`src/rtl/match_select.sv`:
```
// Scores disparity candidates (2*fg - g2sum) and tracks best / second-best per search;
// emits winning place, score, brightness and confidence margin when a search closes.
module match_select #(
    parameter int SCW  = 16,
    parameter int CNTW = 6
) (
    input  logic                  clk,
    input  logic                  rst_n,
    input  logic                  cand_valid,
    input  logic                  cand_last,
    input  logic [13:0]           g2sum,
    input  logic [10:0]           gsum,
    input  logic [13:0]           fg,
    input  logic [5:0]            place,
    input  logic                  abort,
    output logic                  res_valid,
    output logic [5:0]            best_place,
    output logic signed [SCW-1:0] best_score,
    output logic [10:0]           best_gsum,
    output logic [15:0]           conf,
    output logic [CNTW-1:0]       cand_cnt
);

    localparam logic signed [SCW-1:0] SCORE_MIN = {1'b1, {(SCW-1){1'b0}}};
    localparam logic [CNTW-1:0]       CNT_MAX   = {CNTW{1'b1}};
    localparam logic [CNTW-1:0]       CNT_ONE   = CNTW'(1);

    logic [SCW:0]            diff_s;
    logic signed [SCW-1:0]   score_s;

    logic                    s1_v_q, s1_v_d, s1_last_q, s1_last_d;
    logic signed [SCW-1:0]   s1_score_q, s1_score_d;
    logic [5:0]              s1_place_q, s1_place_d;
    logic [10:0]             s1_gsum_q, s1_gsum_d;

    logic                    empty_q, empty_d;
    logic signed [SCW-1:0]   best_s_q, best_s_d, second_s_q, second_s_d;
    logic [5:0]              best_p_q, best_p_d;
    logic [10:0]             best_g_q, best_g_d;
    logic [CNTW-1:0]         cnt_q, cnt_d;
    logic [SCW-1:0]          margin_s;

    logic                    res_valid_q, res_valid_d;
    logic [5:0]              res_place_q, res_place_d;
    logic signed [SCW-1:0]   res_score_q, res_score_d;
    logic [10:0]             res_gsum_q, res_gsum_d;
    logic [15:0]             res_conf_q, res_conf_d;
    logic [CNTW-1:0]         res_cnt_q, res_cnt_d;

    // Zero-extended score; the result range always fits in SCW signed bits.
    assign diff_s  = (SCW+1)'({fg, 1'b0}) - (SCW+1)'(g2sum);
    assign score_s = diff_s[SCW-1:0];

    // Stage S1 capture; an abort drops the incoming candidate.
    always_comb begin
        s1_v_d     = cand_valid & ~abort;
        s1_last_d  = s1_last_q;
        s1_score_d = s1_score_q;
        s1_place_d = s1_place_q;
        s1_gsum_d  = s1_gsum_q;
        if (cand_valid) begin
            s1_last_d  = cand_last;
            s1_score_d = score_s;
            s1_place_d = place;
            s1_gsum_d  = gsum;
        end else begin
            s1_last_d  = s1_last_q;
        end
    end

    // Search state update and result load from the updated values.
    always_comb begin
        empty_d     = empty_q;
        best_s_d    = best_s_q;
        best_p_d    = best_p_q;
        best_g_d    = best_g_q;
        second_s_d  = second_s_q;
        cnt_d       = cnt_q;
        res_valid_d = 1'b0;
        res_place_d = res_place_q;
        res_score_d = res_score_q;
        res_gsum_d  = res_gsum_q;
        res_conf_d  = res_conf_q;
        res_cnt_d   = res_cnt_q;
        margin_s    = '0;
        if (abort) begin
            empty_d = 1'b1;
        end else if (s1_v_q) begin
            if (empty_q) begin
                best_s_d   = s1_score_q;
                best_p_d   = s1_place_q;
                best_g_d   = s1_gsum_q;
                second_s_d = SCORE_MIN;
                cnt_d      = CNT_ONE;
                empty_d    = 1'b0;
            end else begin
                // Strict compares: ties keep the earlier place as winner.
                if (s1_score_q > best_s_q) begin
                    second_s_d = best_s_q;
                    best_s_d   = s1_score_q;
                    best_p_d   = s1_place_q;
                    best_g_d   = s1_gsum_q;
                end else if (s1_score_q > second_s_q) begin
                    second_s_d = s1_score_q;
                end else begin
                    second_s_d = second_s_q;
                end
                cnt_d = (cnt_q == CNT_MAX) ? cnt_q : cnt_q + CNT_ONE;
            end
            margin_s = best_s_d - second_s_d;
            if (s1_last_q) begin
                res_valid_d = 1'b1;
                res_place_d = best_p_d;
                res_score_d = best_s_d;
                res_gsum_d  = best_g_d;
                res_conf_d  = (cnt_d == CNT_ONE) ? 16'hFFFF : 16'(margin_s);
                res_cnt_d   = cnt_d;
                empty_d     = 1'b1;
            end else begin
                res_valid_d = 1'b0;
            end
        end else begin
            empty_d = empty_q;
        end
    end

    // State registers with synchronous active-low reset.
    always_ff @(posedge clk) begin
        if (!rst_n) begin
            s1_v_q      <= 1'b0;
            s1_last_q   <= 1'b0;
            s1_score_q  <= '0;
            s1_place_q  <= 6'd0;
            s1_gsum_q   <= 11'd0;
            empty_q     <= 1'b1;
            best_s_q    <= '0;
            best_p_q    <= 6'd0;
            best_g_q    <= 11'd0;
            second_s_q  <= SCORE_MIN;
            cnt_q       <= '0;
            res_valid_q <= 1'b0;
            res_place_q <= 6'd0;
            res_score_q <= '0;
            res_gsum_q  <= 11'd0;
            res_conf_q  <= 16'd0;
            res_cnt_q   <= '0;
        end else begin
            s1_v_q      <= s1_v_d;
            s1_last_q   <= s1_last_d;
            s1_score_q  <= s1_score_d;
            s1_place_q  <= s1_place_d;
            s1_gsum_q   <= s1_gsum_d;
            empty_q     <= empty_d;
            best_s_q    <= best_s_d;
            best_p_q    <= best_p_d;
            best_g_q    <= best_g_d;
            second_s_q  <= second_s_d;
            cnt_q       <= cnt_d;
            res_valid_q <= res_valid_d;
            res_place_q <= res_place_d;
            res_score_q <= res_score_d;
            res_gsum_q  <= res_gsum_d;
            res_conf_q  <= res_conf_d;
            res_cnt_q   <= res_cnt_d;
        end
    end

    assign res_valid  = res_valid_q;
    assign best_place = res_place_q;
    assign best_score = res_score_q;
    assign best_gsum  = res_gsum_q;
    assign conf       = res_conf_q;
    assign cand_cnt   = res_cnt_q;

endmodule

```
`config.mk`:
```
export PLATFORM = sky130hd
export DESIGN_NAME = match_select
export DESIGN_NICKNAME = d
export VERILOG_FILES = /design/src/rtl/match_select.sv
export SDC_FILE = /design/constraint.sdc
export NUM_CORES = 1
export LEC_CHECK = 0
export CAP_MARGIN = 30
export CORE_MARGIN = 5
export CORE_UTILIZATION = 50
export CTS_CLUSTER_SIZE = 40
export DETAILED_ROUTE_END_ITERATION = 10
export PLACE_DENSITY = 0.73
export RECOVER_POWER = 25
export SKIP_LAST_GASP = 1
export SYNTH_ARGS = -nofsm -noshare
export SYNTH_HDL_FRONTEND = slang
export SYNTH_SLANG_ARGS = --single-unit
```
`constraint.sdc`:
```
create_clock -name clk -period 9.35 [get_ports clk]
set_clock_uncertainty 0.2 [all_clocks]
set_input_delay 1.87 -clock clk [delete_from_list [all_inputs] [get_ports clk]]
set_output_delay 1.87 -clock clk [all_outputs]
set_load 0.05 [all_outputs]
```
==> impl_metrics.py <==
metrics = {
    "detailed_routing": {
        "drt_iter0_markers": 477,
        "antenna_left": 0,
        "routed_wl_mm": 19.88,
        "route.vias.total": 7125,
        "viasPerCell": 5.545,
        "drc": 0,
        "dr.pass1.iters": 5,
        "wl_per_cell_um": 15.47,
    },
    "clock_tree": {
        "cts_buffers": 17,
        "clk_pin_slew_ps": 60,
        "clk_path_buf_depth": 2,
        "cts_setup_buffers": 0,
        "clock-sinks": 147,
        "cts_resized": 0,
        "clockRootBuffer": "clkbuf_16",
        "clk_latency_ps": 420,
        "cts_tree": "built",
        "postCtsHoldBufs": 0,
        "h-tree-depth": 4,
    },
    "worst_setup_path": {
        "required_ps": 9490,
        "reg2reg_depth": 20,
        "r2r_setup_slack_ps": 4000,
        "worstReg2RegEnd": "conf[15]",
        "critPathLaunchType": "primary input",
        "crit_type": "in -> reg",
        "critPathArrivalTime_ps": 6820,
        "path_max_fanout": 69,
        "r2r_start": "best_s_q[5]",
        "end_kind": "flip-flop",
    },
    "sta": {
        "finalSetupTns_ps": 0,
        "setup_viol": 0,
        "hold_viol_final": 0,
        "tightest_slew_ps": 1723,
        "fmax_mhz": 149.7,
        "period_needed_ps": 6679,
        "slew_violations": 84,
        "period_share": 0.7144,
        "rsz0062_at_grt": "no",
        "worst_slew_margin_rel": -0.1486,
    },
    "pwr": {
        "power.total_w": 0.001671,
        "powerDensity_nw_per_um2": 172.1,
        "power.leakage_nw": 3.934,
        "ir_worst_vdd_mv": 0.1383,
    },
    "die": {
        "rows": 46,
        "die_width_um": 136.8,
        "fp.coreArea_sq_um": 15830,
        "initial_core_util": 0.5077,
        "die_h_um": 136.8,
        "die_area_sq_um": 18710,
        "pin_count": 106,
    },
    "placed_design": {
        "dp_hpwl_mm": 13.67,
        "place.port_buffers": 105,
        "gp_congestion": 0.8450,
        "dpl.cell_count": 1253,
    },
    "logic_synthesis": {
        "yosysSeqAreaShare": 0.3662,
        "syn_inst": 984,
        "synth_seq_cells": 147,
        "synth_top_cell_area_share": 0.3662,
        "syn_avg_cell_area_sq_um": 8.167,
        "synth-edff-count": 0,
        "synth_largest_area_cell": "dfxtp_1",
        "synthArstFlopShare": 0,
        "netlist-cell-type-count": 56,
        "synth.area.top_cells": "dfxtp_1 (37%), ha_1 (9.5%), mux2i_1 (6.2%), a21oi_1 (5.6%), nor2_1 (5.5%)",
        "netlist_area_sq_um": 8036,
        "syn-num-nets": 1097,
        "ys_warn_count": 0,
        "synth_flop_cell": "dfxtp_1",
    },
    "hold_path": {
        "worstHoldEndpoint": "best_p_q[1]",
        "whs_path_depth": 2,
        "hold_class": "reg -> reg",
        "worstHoldStart": "best_p_q[1]",
    },
    "layout": {
        "drive_above_1_share": 0.05239,
        "layout_commonest_cell": "dfxtp_1",
        "syn_to_final_growth_pct": 20.78,
        "nFillCells": 1402,
        "nNetsFinal": 1169,
        "n_antenna_cell": 0,
        "finalNonFillerCells": 1285,
        "most-common-layout-cells": "dfxtp_1 (147), nor2_1 (117), nand2_1 (94)",
    },
    "job": {
        "timing.max_cap.violations": 2,
    },
    "grt": {
        "globalRouteTotalUtil": 0.2173,
        "grt-ovfl-total": 0,
        "antenna_found_initial": 0,
        "grt_pass1_vias": 6774,
        "grt_pass1_wl_mm": 32.98,
        "grt_max_degree": 88,
    },
    "outcome": {
        "violations": "capacitance limit, slew limit",
        "outcome": "finished, violations left",
    },
}
area by class of cell:
type | count | area (sq um) | area share
Clock inverter | 12 | 132.6 | 0.01366
Tap cell | 216 | 270.3 | 0.02784
Clock buffer | 20 | 436.7 | 0.04499
Multi-Input combinational cell | 705 | 4554 | 0.4692
Inverter | 73 | 275.3 | 0.02836
Timing Repair Buffer | 112 | 1095 | 0.1128
Sequential cell | 147 | 2943 | 0.3032
cell families after synthesis:
kind of cell | Yosys count | share of synthesized area
flip-flops | 147 | 0.3662
adder cells (fa/ha/maj) | 63 | 0.09995
AND/OR/NAND/NOR | 296 | 0.1594
buffers and inverters | 132 | 0.06772
multiplexers | 52 | 0.06601
AO/OA/AOI/OAI | 272 | 0.2167
XOR/XNOR | 22 | 0.02398
routing by layer:
| metal | vias to the layer above | global-route usage | share of wire |
|---|---|---|---|
| li1 | 3604 | - | - |
| met4 | 0 | 0.07151 | 0.020 |
| met1 | 3305 | 0.2838 | 0.45 |
| met5 | - | 0 | 0 |
| met2 | 185 | 0.3573 | 0.48 |
| met3 | 31 | 0.04779 | 0.059 |
power by group:
| group | internal (W) | leakage [nW] | switching [W] |
|---|---|---|---|
| sequential | 0.000644 | 1.19 | 0.0000202 |
| clock | 0.000393 | 0.271 | 0.000268 |
| combinational | 0.000146 | 2.47 | 0.000199 |
stage by stage:
step	hold WS [ps]	cell area (sq um)	setup slack, ps	util
3_3_place_gp	241.4	9141	4276	0.5775
5_1_grt	268.9	9707	2164	0.6133
2_1_floorplan	235.7	8036	4949	-
3_5_place_dp	245.6	9141	4135	0.5775
6_report	253.0	9707	2671	0.6133
4_1_cts	254.0	9711	4026	0.6135
worst max-delay path, stage by stage:
cell	delay, ps
dlygate4sd3_1	520
clkbuf_1	1240
clkinvlp_2	2010
buf_4	850
a211oi_1	290
cells in the mapped netlist, types with 7 or more instances:
| cell | number |
|---|---|
| dfxtp_1 | 147 |
| nor2_1 | 117 |
| nand2_1 | 94 |
| a21oi_1 | 90 |
| inv_1 | 73 |
| ha_1 | 61 |
| a211oi_1 | 52 |
| mux2i_1 | 50 |
| o21ai_0 | 48 |
| clkbuf_1 | 43 |
| o211ai_1 | 32 |
| nand3_1 | 26 |
| nor3_1 | 19 |
| xnor2_1 | 14 |
| o21a_1 | 8 |
| xor2_1 | 8 |
| nand2b_1 | 7 |
| nor2b_1 | 7 |
| or3_1 | 7 |
how the worst max path moves through the flow:
stage / cells after the start / endpoint / startpoint
after detailed placement: 20 / conf[15] / best_s_q[5]
final: 5 / s1_score_q[1] / rst_n
after global placement: 20 / conf[15] / best_s_q[5]
after global routing: 5 / best_s_q[14] / rst_n
after floorplan: 22 / conf[14] / second_s_q[15]
after CTS: 20 / conf[15] / best_s_q[5]
registers in the layout (all words and copies together), names as in the netlist:
signal	cells
s1_gsum_q	11
best_g_q	11
best_p_q	6
cand_cnt	6
conf	16
empty_q	1
best_s_q	16
best_place	6
best_score	16
cnt_q	6
best_gsum	11
s1_place_q	6
res_valid	1
second_s_q	16
s1_v_q	1
s1_last_q	1
s1_score_q	16
Note: power is estimated with default switching activity, not from simulation.
